===== src/rtl/regbank_mem_scoreboard.sv =====
// rtl/regbank_mem_scoreboard.sv - register bank with 4-way write mux and one-deep memory-load scoreboard
//
// Purpose: NREGS x WIDTH register bank with one write port and two combinational
// read ports. A write with MS=3 does not write data at once. It records a pending
// load and sets BUSY for the destination. A later MEM_VALID pulse completes the load.
// Only one load can be outstanding at a time. A further load request stalls until
// the outstanding load returns.
// State changes on the falling edge of CLK.
//
// Optional feature: define REGBANK_BYPASS_EN to forward the data written this
// cycle onto RA/RB when the read select matches the landing register.
//
// Ports:
//   CLK, RST            clock (falling-edge) and synchronous active-high reset
//   E, WSEL, MS         write request: enable, destination, source select (0 ALU, 1 REG, 2 IMM, 3 MEM)
//   ALU, REG, IMM       direct write sources
//   MEM_DATA, MEM_VALID memory return data and its one-cycle qualifier
//   RA_SEL/RA, RB_SEL/RB combinational read ports
//   BUSY                per-register pending-load bits
//   MEM_PEND            a load is outstanding (including a cancelled one)
//   STALL               the current MS=3 request cannot be accepted
module regbank_mem_scoreboard #(
  parameter int WIDTH = 8,
  parameter int NREGS = 8,
  parameter int SELW  = 3
) (
  input  logic             CLK,
  input  logic             RST,
  input  logic             E,
  input  logic [SELW-1:0]  WSEL,
  input  logic [1:0]       MS,
  input  logic [WIDTH-1:0] ALU,
  input  logic [WIDTH-1:0] REG,
  input  logic [WIDTH-1:0] IMM,
  input  logic [WIDTH-1:0] MEM_DATA,
  input  logic             MEM_VALID,
  input  logic [SELW-1:0]  RA_SEL,
  output logic [WIDTH-1:0] RA,
  input  logic [SELW-1:0]  RB_SEL,
  output logic [WIDTH-1:0] RB,
  output logic [NREGS-1:0] BUSY,
  output logic             MEM_PEND,
  output logic             STALL
);

  logic [WIDTH-1:0] regs_q [NREGS];
  logic [WIDTH-1:0] regs_d [NREGS];
  logic [NREGS-1:0] busy_q, busy_d;
  logic             mem_pend_q, mem_pend_d;
  logic [SELW-1:0]  pend_dest_q, pend_dest_d;
  // The outstanding load was overtaken by a direct write, so its data must be dropped.
  logic             cancel_q, cancel_d;

  logic             direct_wr;
  logic             mem_ret;
  logic             mem_land;
  logic             new_req;
  logic [WIDTH-1:0] src_data;

  always_comb begin
    src_data = IMM;
    case (MS)
      2'd0:    src_data = ALU;
      2'd1:    src_data = REG;
      default: src_data = IMM;
    endcase
  end

  // Direct writes never stall; only a second load request can stall.
  assign STALL     = E & (MS == 2'd3) & mem_pend_q & ~MEM_VALID;
  assign direct_wr = E & (MS != 2'd3);
  assign mem_ret   = MEM_VALID & mem_pend_q;
  // A same-edge direct write to the load's destination is younger, so it wins.
  assign mem_land  = mem_ret & ~cancel_q & ~(direct_wr & (WSEL == pend_dest_q));
  // A load request accepted on the same edge as the return allows back-to-back loads.
  assign new_req   = E & (MS == 2'd3) & ~STALL;

  always_comb begin
    regs_d      = regs_q;
    busy_d      = busy_q;
    mem_pend_d  = mem_pend_q;
    pend_dest_d = pend_dest_q;
    cancel_d    = cancel_q;

    if (mem_ret) begin
      if (mem_land) regs_d[pend_dest_q] = MEM_DATA;
      busy_d[pend_dest_q] = 1'b0;
      mem_pend_d          = 1'b0;
      cancel_d            = 1'b0;
    end else if (direct_wr && mem_pend_q && (WSEL == pend_dest_q)) begin
      cancel_d = 1'b1;
    end

    if (direct_wr) begin
      regs_d[WSEL] = src_data;
      busy_d[WSEL] = 1'b0;
    end

    if (new_req) begin
      busy_d[WSEL] = 1'b1;
      mem_pend_d   = 1'b1;
      pend_dest_d  = WSEL;
      cancel_d     = 1'b0;
    end
  end

  always_ff @(negedge CLK) begin
    if (RST) begin
      for (int i = 0; i < NREGS; i++) regs_q[i] <= '0;
      busy_q      <= '0;
      mem_pend_q  <= 1'b0;
      pend_dest_q <= '0;
      cancel_q    <= 1'b0;
    end else begin
      regs_q      <= regs_d;
      busy_q      <= busy_d;
      mem_pend_q  <= mem_pend_d;
      pend_dest_q <= pend_dest_d;
      cancel_q    <= cancel_d;
    end
  end

  assign BUSY     = busy_q;
  assign MEM_PEND = mem_pend_q;

`ifdef REGBANK_BYPASS_EN
  always_comb begin
    RA = regs_q[RA_SEL];
    if (direct_wr && (WSEL == RA_SEL))           RA = src_data;
    else if (mem_land && (pend_dest_q == RA_SEL)) RA = MEM_DATA;
    RB = regs_q[RB_SEL];
    if (direct_wr && (WSEL == RB_SEL))           RB = src_data;
    else if (mem_land && (pend_dest_q == RB_SEL)) RB = MEM_DATA;
  end
`else
  always_comb begin
    RA = regs_q[RA_SEL];
    RB = regs_q[RB_SEL];
  end
`endif

endmodule


===== config.mk =====
export PLATFORM = sky130hd
export DESIGN_NAME = regbank_mem_scoreboard
export DESIGN_NICKNAME = d
export VERILOG_FILES = /design/src/rtl/regbank_mem_scoreboard.sv
export SDC_FILE = /design/constraint.sdc
export NUM_CORES = 1
export LEC_CHECK = 0
export CORE_MARGIN = 8
export CORE_UTILIZATION = 55
export DETAILED_ROUTE_END_ITERATION = 10
export PLACE_DENSITY = 0.81
export SYNTH_ARGS = -nofsm -noshare
export SYNTH_HDL_FRONTEND = slang
export SYNTH_SLANG_ARGS = --single-unit

===== constraint.sdc =====
create_clock -name CLK -period 2.73 [get_ports CLK]
set_clock_uncertainty 0.2 [all_clocks]
set_input_delay 0.273 -clock CLK [delete_from_list [all_inputs] [get_ports CLK]]
set_output_delay 0.273 -clock CLK [all_outputs]
set_load 0.02 [all_outputs]

==> results.md, run 1 <==
- DP HPWL: 13500 µm
- Root Driver: clkbuf_8
- Worst_ep grt: RB[0]
- Number of synthesized flops with an enable pin: 0
- CTS Hold Bufs: 0
- Routability Congestion: 0.954
- Chip height: 112 µm
- Row count: 35
- Synthesized flop and latch total: 77
- Worst endpoint type: output port
- Cells after Synth: 577
- Synth Flop Type: dfxtp_1
- Clock sinks: 77
- Failing step: 5_1_grt
- Port Buffers: 72
- Largest net degree at the start of global routing: 47
- IO Count: 73
- Total grt overflow: 144
- Number of antenna violations at the first check in global routing: 4
- CTS Buf Count: 9
- Die Wd: 112 µm
- Synth unique cells: 39
- Yosys warning count: 0
- Synthesized area per cell: 8.70 µm²
- Overall routing resource usage: 75.0%
- Max Root-Sink Buffers: 2
- Cell area after synthesis: 5020 µm²
- Initial Utilization: 55.4%
- Status: did not finish
- Asr flop ratio synth: 0%
- H-tree depth: 3
- Syn_nets: 624
- Register area share after synthesis: 30.7%
- Tool error: [ERROR GRT-0232] Routing congestion too high. Check the congestion heatmap in the GUI.
## metrics by stage
stage	instances	area [µm²]	utilization, %	setup TNS (ns)	setup slack [ns]
global placement	784	6540	72.2	-77.56	-1.01
CTS	914	8010	88.4	-16.05	-0.767
detailed placement	784	6540	72.2	-82.75	-1.09
floorplan	577	5190	-	-30.98	-0.535
## cells in the mapped netlist (all sizes together), types with 19 or more instances
| library cell | number | area, µm² |
|---|---|---|
| dfxtp | 77 | 1540 |
| o21ai | 76 | 380 |
| nor2 | 61 | 229 |
| clkbuf | 53 | 199 |
| a311oi | 44 | 385 |
| mux4 | 32 | 721 |
| or4 | 26 | 195 |
| nand2 | 25 | 93.8 |
| nand3 | 25 | 125 |
| or3 | 19 | 119 |
## routing by layer
| metal | GRT overflow | GRT usage, % |
|---|---|---|
| met1 | 1 | 71.3 |
| met2 | 78 | 88.0 |
| met3 | 0 | 66.9 |
| met4 | 65 | 82.3 |
| met5 | 0 | 15.8 |
## kinds of logic after synthesis
| kind of cell | share of synthesized area [%] |
|---|---|
| flops | 30.7 |
| mux | 19.5 |
| xor+xnor | 0.523 |
| buf+inv | 6.03 |
| simple gates | 20.1 |
| compound gates | 23.2 |
## what timing repair did
item	CTS
pin swaps	90
gates cloned	15
gates resized for setup	364
buffers inserted	25
setup endpoints to repair	103
==> inputs of run 2 (changes only) <==
--- a/config.mk
+++ b/config.mk
@@ -6,9 +6,9 @@
 export NUM_CORES = 1
 export LEC_CHECK = 0
 export CORE_MARGIN = 8
-export CORE_UTILIZATION = 55
+export CORE_UTILIZATION = 40
 export DETAILED_ROUTE_END_ITERATION = 10
-export PLACE_DENSITY = 0.81
+export PLACE_DENSITY_LB_ADDON = 0.15
 export SYNTH_ARGS = -nofsm -noshare
 export SYNTH_HDL_FRONTEND = slang
 export SYNTH_SLANG_ARGS = --single-unit
==> run 2 against run 1 <==
Compared with the run above: the flow now finishes, with violations (negative setup slack); area after synthesis did not move; synthesized cell count did not move.
==> results.md, run 2 <==
- Status: finished, violations left
- Failing checks: negative setup slack
- M1 wire length: 8520 µm
- Critical Path End Type: output pin
- Max Cap Viol: 0
- H-tree depth: 3
- CTS Hold Bufs: 0
- Post-synth top cells: dfxtp_1, o21ai_0, nor2_1
- Syn_nets: 624
- Overall routing resource usage: 25.6%
- Worst-path clk slew: 0.08 ns
- Arr. time, crit path: 3.04 ns
- Top cells by area, synth: dfxtp_1, mux4_2, a311oi_1, o21ai_0, nor2_1
- Initial Utilization: 40.5%
- Die Wd: 128 µm
- Type of the worst setup path: reg2out
- Cell with the most instances after synthesis: dfxtp_1
- Max Root-Sink Buffers: 2
- Via count: 6337
- Antenna-violating nets left: 0
- Maximum VDD drop: 0.341 mV
- Slew HR: 64.7%
- Register area share after synthesis: 30.7%
- Met3 wire length: 2130 µm
- Clock sinks: 77
- Port Buffers: 72
- Routed WL: 22500 µm
- IO Count: 73
- Worst-Skew Late Latency: 0.40 ns
- Biggest register: regs_q
- Hold Crit Class: reg2reg
- Yosys warning count: 0
- Worst setup SP type: flop
- DR WL met2: 11000 µm
- Top-area cell type share of the netlist area: 30.7%
- Synth unique cells: 39
- Starting DRT DRC Count: 659
- Commonest non-fill, non-tap cell in the layout: inv_1
- Layout Nets: 867
- Top sig layer: met4
- Routed vias/inst: 6.36
- Largest net degree at the start of global routing: 33
- Drt pass-1 iters: 5
- Diodes inserted: 0
- Row count: 41
- CTS tree: done
- RSZ-0062 raised after global routing: true
- DP HPWL: 13900 µm
- Die area: 16400 µm²
- Commonest cells after routing, fill and taps aside: inv_1, buf_4, buf_6
- CTS Buf Count: 9
- Largest register FFs: 64
- Core box area: 12400 µm²
- Leakage: 0.00350 µW
- Final setup fails: 81
- Final Hold Viols: 0
- First-pass GRT wire length: 32900 µm
- Cell taking the most area after synthesis: dfxtp_1
- Synthesized area per cell: 8.70 µm²
- Cell area after synthesis: 5020 µm²
- Cells after Synth: 577
- Root Driver: clkbuf_16
- Worst Path Required: 2.26 ns
- Chip height: 128 µm
- Synth Flop Type: dfxtp_1
- Routability Congestion: 0.867
- Placed Area: 6660 µm²
- Synth-to-Final Area Change: 73.3%
- DRC Markers: 0
- Synthesized flop and latch total: 77
- Crit Path Max Fanout: 3
- Design area: 8700 µm²
- DP Worst Slack: -1.07 ns
- Vias in the first global route: 6249
- Asr flop ratio synth: 0%
- Total grt overflow: 0
- R2R setup slack: 0.37 ns
- Final worst slack: -0.782 ns
- Measured slew at the worst slew-check pin: 0.530 ns
- Layout cells sized above 1: 48.8%
- Number of antenna violations at the first check in global routing: 0
- Drt wl/cell: 22.6 µm
- Power Dens Cells: 420 nW/µm²
- Number of synthesized flops with an enable pin: 0
- Slew Limit Fails: 0
[run 2: cell counts after synthesis]
Identical to the previous run, type by type.
[run 2: layout make-up]
class	count	area [µm²]
Clock buffer	9	225
Clock inverter	83	358
Fill cell	905	3710
Inverter	4	15.0
Multi-Input combinational cell	430	3900
Sequential cell	77	1580
Tap cell	172	215
Timing Repair Buffer	221	2410
[run 2: worst paths after layout]
check	startpoint	end	depth (start not counted)
max reg2reg	pend_dest_q[0]$_SDFFE_NP0P_	regs_q[48]$_SDFF_NP0_	5
min	regs_q[11]$_SDFF_NP0_	regs_q[11]$_SDFF_NP0_	2
max	regs_q[39]$_SDFF_NP0_	RB[7]	3
min reg2reg	regs_q[11]$_SDFF_NP0_	regs_q[11]$_SDFF_NP0_	2
[run 2: through the flow]
stage | hold slack [ns] | util, % | setup TNS [ns] | cells | power [µW]
after detailed placement | 0.298 | 53.6 | -80.38 | 847 | 1930
after global placement | 0.280 | 53.6 | -78.15 | 847 | 1910
after CTS | 0.280 | 65.2 | -19.50 | 982 | 3560
after global routing | 0.309 | 70.1 | -23.23 | 996 | 3840
after floorplan | 0.262 | - | -30.98 | 577 | 1660
final | 0.291 | 70.1 | -20.98 | 996 | 3660
[run 2: cell families (layout without fill, tap and decap cells)]
kind of cell,count (synthesis),count (layout),synth area share (%)
multiplexers,56,56,19.5
XOR/XNOR,3,3,0.523
flip-flops,77,77,30.7
AND/OR/NAND/NOR,193,194,20.1
AO/OA/AOI/OAI,177,177,23.2
buffers and inverters,71,317,6.03
[run 2: worst max-delay path, cell delays in order (launching register included)]
cell,delay (ns)
dfxtp_2,0.36
mux4_2,0.47
mux2_4,0.28
buf_6,0.13
[run 2: timing repair]
action,in CTS,in global routing
pin swaps,104,56
resized for setup,330,134
setup buffers,36,20
gates cloned,8,2
endpoints found under the setup margin,103,95
[run 2: per-layer routing]
layer | global-route usage, % | vias to the layer above
met4 | 12.5 | 0
met3 | 6.82 | 77
met2 | 43.1 | 438
met5 | 0 | -
li1 | - | 2742
met1 | 29.6 | 3080
[run 2: report_power, final]
group | switching (µW) | internal (µW) | total, µW | leakage [µW]
Clock | 879 | 864 | 1740 | 0.000557
Sequential | 37.4 | 1170 | 1210 | 0.000640
Combinational | 339 | 367 | 707 | 0.00230
Power figures use the tool's default switching activity.
